--- config.mk ---
export PLATFORM = sky130hd
export DESIGN_NAME = adder_result_display_flat
export DESIGN_NICKNAME = d
export VERILOG_FILES = /design/src/rtl/adder_result_display_if.sv /design/src/rtl/adder_result_display.sv /design/src/flat_wrapper.sv
export SDC_FILE = /design/constraint.sdc
export NUM_CORES = 1
export LEC_CHECK = 0
export ABC_AREA = 0
export BUFFER_PORTS_ARGS = -buffer_cell sky130_fd_sc_hd__buf_4
export CAP_MARGIN = 20
export CORE_MARGIN = 2
export CORE_UTILIZATION = 57
export CTS_CLUSTER_DIAMETER = 60
export DETAILED_ROUTE_END_ITERATION = 10
export PLACE_DENSITY = 0.9
export SLEW_MARGIN = 30
export SYNTH_ARGS = -nofsm -noshare
export SYNTH_HDL_FRONTEND = slang
export SYNTH_SLANG_ARGS = --single-unit
--- constraint.sdc ---
create_clock -name i_clk -period 3.2 [get_ports i_clk]
set_input_delay 0.64 -clock i_clk [delete_from_list [all_inputs] [get_ports i_clk]]
set_output_delay 0.64 -clock i_clk [all_outputs]
set_load 0.02 [all_outputs]
--- src/rtl/adder_result_display_if.sv ---
// Handshake and display bus between the adder result source and adder_result_display.
//   result   : unsigned adder result {carry_out, sum}, WIDTH bits
//   valid    : result is valid this cycle
//   ready    : converter idle and able to capture
//   done     : one-cycle pulse, new digits/segments valid
//   bcd_tens : registered tens digit (0..6)
//   bcd_ones : registered ones digit (0..9)
//   seg_tens : tens segments, bit0=a .. bit6=g
//   seg_ones : ones segments, same bit order
interface adder_result_display_if #(
    parameter int unsigned WIDTH = 5
);
    logic [WIDTH-1:0] result;
    logic             valid;
    logic             ready;
    logic             done;
    logic [3:0]       bcd_tens;
    logic [3:0]       bcd_ones;
    logic [6:0]       seg_tens;
    logic [6:0]       seg_ones;

    modport master (
        output result, valid,
        input  ready, done, bcd_tens, bcd_ones, seg_tens, seg_ones
    );

    modport slave (
        input  result, valid,
        output ready, done, bcd_tens, bcd_ones, seg_tens, seg_ones
    );
endinterface

--- src/rtl/adder_result_display.sv ---
// Sequential binary-to-BCD converter (double dabble, one bit per clock) with a
// registered two-digit seven-segment driver.
//   i_clk   : clock, rising edge
//   i_rst_n : synchronous active-low reset
//   bus_io  : slave side of adder_result_display_if (result/valid in;
//             ready/done/bcd/seg out)
module adder_result_display #(
    parameter int unsigned WIDTH          = 5,
    parameter bit          SEG_ACTIVE_LOW = 1'b1,
    parameter bit          BLANK_LEAD     = 1'b1
) (
    input  logic                   i_clk,
    input  logic                   i_rst_n,
    adder_result_display_if.slave  bus_io
);

    localparam logic [6:0] SegBlank = SEG_ACTIVE_LOW ? 7'h7F : 7'h00;
    localparam logic [6:0] SegZero  = SEG_ACTIVE_LOW ? 7'h40 : 7'h3F;
    localparam logic [6:0] SegTensRst = BLANK_LEAD ? SegBlank : SegZero;

    typedef enum logic [1:0] {StIdle, StShift, StDone} state_e;

    state_e           state_q, state_d;
    logic [WIDTH-1:0] bin_q, bin_d;
    logic [7:0]       scratch_q, scratch_d;
    logic [2:0]       cnt_q, cnt_d;
    logic [3:0]       tens_q, tens_d;
    logic [3:0]       ones_q, ones_d;
    logic [6:0]       seg_tens_q, seg_tens_d;
    logic [6:0]       seg_ones_q, seg_ones_d;
    logic             done_q, done_d;

    logic [7:0]       adj;
    logic [WIDTH+7:0] shifted;

    function automatic logic [6:0] seg_encode(input logic [3:0] d);
        logic [6:0] s;
        case (d)
            4'd0:    s = 7'h3F;
            4'd1:    s = 7'h06;
            4'd2:    s = 7'h5B;
            4'd3:    s = 7'h4F;
            4'd4:    s = 7'h66;
            4'd5:    s = 7'h6D;
            4'd6:    s = 7'h7D;
            4'd7:    s = 7'h07;
            4'd8:    s = 7'h7F;
            4'd9:    s = 7'h6F;
            default: s = 7'h00;
        endcase
        return SEG_ACTIVE_LOW ? ~s : s;
    endfunction

    // Add-3 adjust precedes the shift so each nibble stays a valid BCD digit.
    always_comb begin
        adj[3:0] = (scratch_q[3:0] >= 4'd5) ? scratch_q[3:0] + 4'd3 : scratch_q[3:0];
        adj[7:4] = (scratch_q[7:4] >= 4'd5) ? scratch_q[7:4] + 4'd3 : scratch_q[7:4];
        shifted  = {adj, bin_q} << 1;
    end

    always_comb begin
        state_d    = state_q;
        bin_d      = bin_q;
        scratch_d  = scratch_q;
        cnt_d      = cnt_q;
        tens_d     = tens_q;
        ones_d     = ones_q;
        seg_tens_d = seg_tens_q;
        seg_ones_d = seg_ones_q;
        done_d     = 1'b0;
        case (state_q)
            StIdle: begin
                if (bus_io.valid) begin
                    bin_d     = bus_io.result;
                    scratch_d = '0;
                    cnt_d     = 3'(WIDTH);
                    state_d   = StShift;
                end
            end
            StShift: begin
                scratch_d = shifted[WIDTH+7:WIDTH];
                bin_d     = shifted[WIDTH-1:0];
                cnt_d     = cnt_q - 3'd1;
                if (cnt_q == 3'd1) begin
                    state_d = StDone;
                end
            end
            StDone: begin
                tens_d     = scratch_q[7:4];
                ones_d     = scratch_q[3:0];
                seg_tens_d = (BLANK_LEAD && scratch_q[7:4] == 4'd0) ?
                             SegBlank : seg_encode(scratch_q[7:4]);
                seg_ones_d = seg_encode(scratch_q[3:0]);
                done_d     = 1'b1;
                state_d    = StIdle;
            end
            default: state_d = StIdle;
        endcase
    end

    always_ff @(posedge i_clk) begin
        if (!i_rst_n) begin
            state_q    <= StIdle;
            bin_q      <= '0;
            scratch_q  <= '0;
            cnt_q      <= '0;
            tens_q     <= '0;
            ones_q     <= '0;
            seg_tens_q <= SegTensRst;
            seg_ones_q <= SegZero;
            done_q     <= 1'b0;
        end else begin
            state_q    <= state_d;
            bin_q      <= bin_d;
            scratch_q  <= scratch_d;
            cnt_q      <= cnt_d;
            tens_q     <= tens_d;
            ones_q     <= ones_d;
            seg_tens_q <= seg_tens_d;
            seg_ones_q <= seg_ones_d;
            done_q     <= done_d;
        end
    end

    assign bus_io.ready    = (state_q == StIdle);
    assign bus_io.done     = done_q;
    assign bus_io.bcd_tens = tens_q;
    assign bus_io.bcd_ones = ones_q;
    assign bus_io.seg_tens = seg_tens_q;
    assign bus_io.seg_ones = seg_ones_q;

endmodule

--- src/flat_wrapper.sv ---
// flat-port wrapper written by rule: the top's interface ports become plain ports
module adder_result_display_flat 
#(
    parameter int unsigned WIDTH          = 5,
    parameter bit          SEG_ACTIVE_LOW = 1'b1,
    parameter bit          BLANK_LEAD     = 1'b1
)
  (i_clk, i_rst_n, bus_io_result, bus_io_valid, bus_io_ready, bus_io_done, bus_io_bcd_tens, bus_io_bcd_ones, bus_io_seg_tens, bus_io_seg_ones);
  adder_result_display_if #(.WIDTH(WIDTH)) bus_io_i ();
  input  logic i_clk;
  input  logic i_rst_n;
  input wire logic [$bits(bus_io_i.result)-1:0] bus_io_result;
  input wire logic [$bits(bus_io_i.valid)-1:0] bus_io_valid;
  output wire logic [$bits(bus_io_i.ready)-1:0] bus_io_ready;
  output wire logic [$bits(bus_io_i.done)-1:0] bus_io_done;
  output wire logic [$bits(bus_io_i.bcd_tens)-1:0] bus_io_bcd_tens;
  output wire logic [$bits(bus_io_i.bcd_ones)-1:0] bus_io_bcd_ones;
  output wire logic [$bits(bus_io_i.seg_tens)-1:0] bus_io_seg_tens;
  output wire logic [$bits(bus_io_i.seg_ones)-1:0] bus_io_seg_ones;
  assign bus_io_i.result = bus_io_result;
  assign bus_io_i.valid = bus_io_valid;
  assign bus_io_ready = bus_io_i.ready;
  assign bus_io_done = bus_io_i.done;
  assign bus_io_bcd_tens = bus_io_i.bcd_tens;
  assign bus_io_bcd_ones = bus_io_i.bcd_ones;
  assign bus_io_seg_tens = bus_io_i.seg_tens;
  assign bus_io_seg_ones = bus_io_i.seg_ones;
  adder_result_display #(.WIDTH(WIDTH), .SEG_ACTIVE_LOW(SEG_ACTIVE_LOW), .BLANK_LEAD(BLANK_LEAD)) u_core (.i_clk(i_clk), .i_rst_n(i_rst_n), .bus_io(bus_io_i));
endmodule
# --- Word-level counts from Yosys, hierarchy flattened ---
# Memories as Yosys holds them, arrays and structs flattened. A register that Yosys moved wholly into a read port is not among the register bits.
# Cells that the tools add are included.
totals:
  rom_bits: 224
  register_bits: 41
  n_memories: 2
  wordCells: 47
  input_bits: 8
classes:
  n_lt_le_gt_ge: 2
  mux: 19
  bitwise_logic: 2
  eq_ne: 5
  n_addsub: 3
  reduce_logical: 5
memory_table:
  columns: ["memory", "depth", "word_bits", "rd", "rd_ports_with_merged_regs", "write_ports", "line_no", "text"]
  rows:
  - ["(name not given)", 16, 7, 1, 1, 0, "adder_result_display.sv:38", "case (d)"]
  - ["(name not given)", 16, 7, 1, 1, 0, "adder_result_display.sv:38", null]
op_table:
  columns: ["cell", "count"]
  rows:
  - ["7-bit 2-to-1 mux", 3]
  - ["4-bit 2-to-1 mux", 5]
  - ["8-bit case mux with 2 select lines", 1]
  - ["7-bit inverter", 2]
  - ["5-bit case mux with 2 select lines", 1]
  - ["4-bit by 3-bit greater-or-equal comparator with 1-bit output, second input constant", 2]
  - ["8-bit 2-to-1 mux", 1]
  - ["3-bit 2-to-1 mux", 2]
  - ["3-bit case mux with 2 select lines", 1]
  - ["5-bit 2-to-1 mux", 1]
  - ["4-bit by 2-bit adder with 4-bit output, second input constant", 1]
  - ["4-bit zero test", 1]
  - ["2-bit 2-to-1 mux", 2]
  - ["2-bit case mux with 2 select lines", 1]
  - ["2-bit AND reduction", 2]
  - ["3-bit by 2-bit adder with 3-bit output, second input constant", 1]
  - ["3-bit by 1-bit equality test with 1-bit output, second input constant", 1]
  - ["3-bit by 1-bit subtractor with 3-bit output, second input constant", 1]
  - ["2-bit by 1-bit equality test with 1-bit output, second input constant", 1]
  - ["2-bit equality test, second input constant", 1]
  - ["2-bit zero test", 1]
  - ["2-bit by 1-bit != test with 1-bit output, second input constant", 1]
  - ["2-bit != test, second input constant", 1]
  - ["2-bit nonzero test", 1]
  - ["1-bit 2-to-1 mux", 1]

# --- Longest topological paths before layout ---
depth:
  depth_word: 5
  depth_mapped: 10

# --- Worst setup path before layout ---
# No wires, ideal clock.
synth_path:
  path_kind: "register to register"
  startpoint: "register u_core.scratch_q[5]"
  endpoint: "register with a tool-made name"
  path_slack_ns: 0.762
  n_path_buf: 0
  period_less_slack_ns: 2.438
  path_stages_with_launch: 9
  required_ns: 3.080
  setup_ns: 0.120
  arrival_time_ns: 2.319
  path_cell_list: "dfxtp_1 -> inv_1 -> ha_1 -> nand2b_1 -> a2111oi_0 -> o31ai_2 -> ha_1 -> mux2_2 -> a211o_1"
synth_rtl:
  columns: ["item", "line_no", "text"]
  rows:
  - ["start, declared", "adder_result_display.sv:25", "logic [7:0] scratch_q, scratch_d;"]
  - ["start signal, assigned", "adder_result_display.sv:115", "scratch_q <= scratch_d;"]

==> summary.md <==
The run finished with clean final reports. The largest fanout of any net on the critical path came out at 7. After detailed routing, the number of remaining DRC violations is 0.

The run gives 55 as the number of sinks driven by the clock tree. The final weighted congestion of routability-driven global placement was 0.8525; the antenna violation net count after detailed routing was 0. The post-synthesis share of cell area spent on xor and xnor gates works out to 0.3447%. The worst path uses 84.97% of the clock period. The run gives 21.73% as the total global-route track usage. Net switching is 25.32% of the power. In this run the worst hold path is classified as flip-flop to flip-flop.

STA puts the critical path data arrival time at 2.94 ns. The initial antenna violation count came out at 0. The number of I/O pins is 32.

The later pin in the worst-skew pair is clocked with a latency of 0.32 ns. The adder-cell share of the synthesized area was 8.863%. The logs give 53 for the count of different cell masters after synthesis and 0 for the synthesis warning total. Sorting the synthesized cells by area gives the leading types as sky130_fd_sc_hd__dfxtp_1 43%, sky130_fd_sc_hd__ha_1 8.9%, sky130_fd_sc_hd__nand2_1 6.6%. In this run, synthesis inferred 0 flip-flops with an integrated enable.

The tools report the required time of the critical path as 3.42 ns. In this run the standard cell core region covers 0.004324 mm². Setup violations remaining at the end of the flow were counted as 0.

The clock transition at the registers of the reported paths is 0.10 ns. Dividing the detail-routed via count by the number of cells gives 5.757. The total iterations of the first detailed-routing run was 4; the layout cell share with drive strength beyond 1 was 16.98%. The area growth from synthesis to layout is 14.38%.

After synthesis, the share of cell area in mux cells is 0.8863%. For this run, the post-layout net count is 343. By area, the combinational part of the netlist is dominated by compound AO/OA/AOI/OAI gates. Number of global-route vias before repair: 2026. The cell internal power dissipation is 0.9246 mW, and the post-synthesis async set-or-reset flop share is 0%. Summing every instance area after synthesis gives 0.002541 mm². The count of buffers added on input and output ports is 31. The number of resized instances in the post-cts repair step was 0. The clock passes through at most 2 buffers.

By count the netlist is led by 55 x sky130_fd_sc_hd__dfxtp_1, 45 x sky130_fd_sc_hd__nand2_1, 23 x sky130_fd_sc_hd__nor2_1. The logs give 367.8 MHz for the highest clock frequency the design can meet and 290 for the number of instances in the synthesized netlist. In the synthesized netlist the dominant register cell turns out to be sky130_fd_sc_hd__dfxtp_1.

Buffers inserted to repair hold after CTS numbered 0. The logs give 342 for the count of filler cells inserted in the layout and 57.6% for the sequential fraction of design power. Measured along the x axis, the die boundary spans 70.77 µm.

After legalization and detailed placement, the total HPWL measured 3.645 mm. A synthesized cell averages 8.763 µm². Setup repair after global routing left no endpoint under its margin. Row generation in the floorplan step produced 24 rows.

The cell with the most instances after synthesis was sky130_fd_sc_hd__dfxtp_1. The die extent in y is 70.77 µm. For this design the total switching power over the nets is 0.3135 mW. The run gives 0 as the post-CTS setup buffer count.

The count of state elements after synthesis came out at 55. Combinational logic is responsible for 9.3% of the overall power. For this run, the register share of the synthesized area comes to 43.33%.

sky130_fd_sc_hd__dfxtp_1 takes more of the synthesized area than any other cell. The final clock skew is 0.007346 ns. TritonCTS built the clock tree. Count of final max-slew check failures: 0. After detailed routing, the average wire length per cell comes to 13.80 µm.

The critical path in this run is classified as flip-flop to flip-flop. Initial core utilization: 58.77%. The tools report the sum of negative setup slack as 0 ns. Entering global routing, the biggest net connects 28 pins. Measured against its own limit, the worst slew margin works out to 52.35%. The clock group share of total power was 33.2%.

Global routing finished with a remaining overflow of 0. The overall power after layout is 1.238 mW. The first global-routing pass estimated 8.769 mm of wire. The final route contains 2130 vias. The endpoint kind of the worst setup timing path is a flip-flop. For this design the static power due to leakage is 1.179 nW. The die area was 0.005008 mm². TritonCTS created 5 clock buffers. The maximum vdd ir drop is 0.0002391 V. For the total count of hold-check failures in the final report, the log shows 0. The run gives 137 as the count of routing violations after the opening detailed-route iteration.

The tools report the sort of element at the start of the critical path as a flip-flop. The number of violations of the max-capacitance limit was 0. The run gives 5.106 mm as the total length of routed wires. The power density of the placed cells was 426.0 mW/mm².

Summing the areas of all compound-gate instances in the mapped netlist gives 20.24% of the synthesized area. The tools report the library cell used as clock root buffer as sky130_fd_sc_hd__clkbuf_8. The pin slew with the least headroom to its limit was 0.6968 ns. The repair_antennas step left the layout with diodes totalling 0. Subtracting the final worst setup slack from the clock period gives 2.719 ns.

The simple-gate share of the synthesized area came out at 19.94%. After synthesis, the largest area contributor takes up 43.33% of total cell area. The H-tree was split into 2 levels. The number of nets handed over by synthesis was 316.
logic make-up after synthesis:
logic type | Yosys count
mux | 2
flops | 55
compound gates | 73
simple gates | 104
fa+ha+maj | 18
xor+xnor | 1
buf+inv | 37
power by group through the flow:
stage,Combinational (mW),Clock (mW),Sequential (mW)
after floorplan,0.0779,0,0.730
after global placement,0.111,0,0.727
after detailed placement,0.114,0,0.729
after CTS,0.115,0.417,0.713
after global routing,0.129,0.436,0.715
final,0.115,0.411,0.713
layout by cell type, fill, tap and decap left out, types with 2 or more instances in the layout:
cell type	instances
sky130_fd_sc_hd__clkbuf_8	6
sky130_fd_sc_hd__dfxtp_1	55
sky130_fd_sc_hd__or3_1	2
sky130_fd_sc_hd__a21oi_1	14
sky130_fd_sc_hd__inv_1	15
sky130_fd_sc_hd__ha_1	18
sky130_fd_sc_hd__nand3b_1	3
sky130_fd_sc_hd__a31oi_1	3
sky130_fd_sc_hd__and2_1	2
sky130_fd_sc_hd__nor4bb_1	3
sky130_fd_sc_hd__and4_1	2
sky130_fd_sc_hd__nand3_1	7
sky130_fd_sc_hd__o21ai_0	13
sky130_fd_sc_hd__a211o_1	3
sky130_fd_sc_hd__a2111oi_0	3
sky130_fd_sc_hd__buf_4	40
sky130_fd_sc_hd__o22ai_1	3
sky130_fd_sc_hd__a211oi_1	9
sky130_fd_sc_hd__nand2b_1	6
sky130_fd_sc_hd__nor3_1	3
sky130_fd_sc_hd__nand2_1	45
sky130_fd_sc_hd__o311ai_0	2
sky130_fd_sc_hd__and4b_1	2
sky130_fd_sc_hd__nor2_1	23
sky130_fd_sc_hd__mux2_2	2
sky130_fd_sc_hd__o211ai_1	2
sky130_fd_sc_hd__a311oi_1	5
area by class of cell:
class                      instances  area (µm²)  area share (%)
clock buffer                       6       82.58           2.841
tap                               52       65.06           2.238
timing repair buffer              40       300.3           10.33
clock inverter                     2       16.27          0.5596
sequential                        55        1101           37.88
multi-input combinational        198        1277           43.95
inverter                          17       63.81           2.195
metrics by stage:
stage,util [%],instance area [µm²],hold slack (ns),setup WS [ns],cells
after floorplan,-,2541,0.3899,0.7615,290
after global placement,64.93,2808,0.3926,0.5737,362
after detailed placement,64.93,2808,0.3967,0.4702,362
after CTS,67.22,2907,0.4101,0.5232,370
after global routing,67.22,2907,0.4305,0.3047,370
final,67.22,2907,0.4066,0.4808,370
layer usage:
layer  vias to the layer above  wire (µm)  GRT usage [%]
met5                         -          0              0
met2                        63       2402          37.18
met3                        11        243          4.701
met1                       983       2385          26.43
li1                       1073          -              -
met4                         0         74          9.224
worst max-delay path, stage by stage, from the launching register on:
cell,delay (ns)
sky130_fd_sc_hd__dfxtp_1,0.40
sky130_fd_sc_hd__inv_1,0.09
sky130_fd_sc_hd__ha_1,0.17
sky130_fd_sc_hd__nand2b_1,0.20
sky130_fd_sc_hd__a2111oi_0,0.68
sky130_fd_sc_hd__o31ai_2,0.27
sky130_fd_sc_hd__ha_1,0.27
sky130_fd_sc_hd__mux2_2,0.26
sky130_fd_sc_hd__a211o_1,0.28
path summary, 6_finish.rpt:
check	startpoint	endpoint	slack, ns	cells past startpoint
worst min-delay path	flip-flop	u_core.bus_io.seg_ones[2]	0.41	1
worst min register to register	flip-flop	u_core.bus_io.seg_ones[2]	0.41	1
worst max register to register	u_core.scratch_q[5]	flip-flop	0.48	8
worst max-delay path	u_core.scratch_q[5]	flip-flop	0.48	8
(Power assumes the default switching activity.)
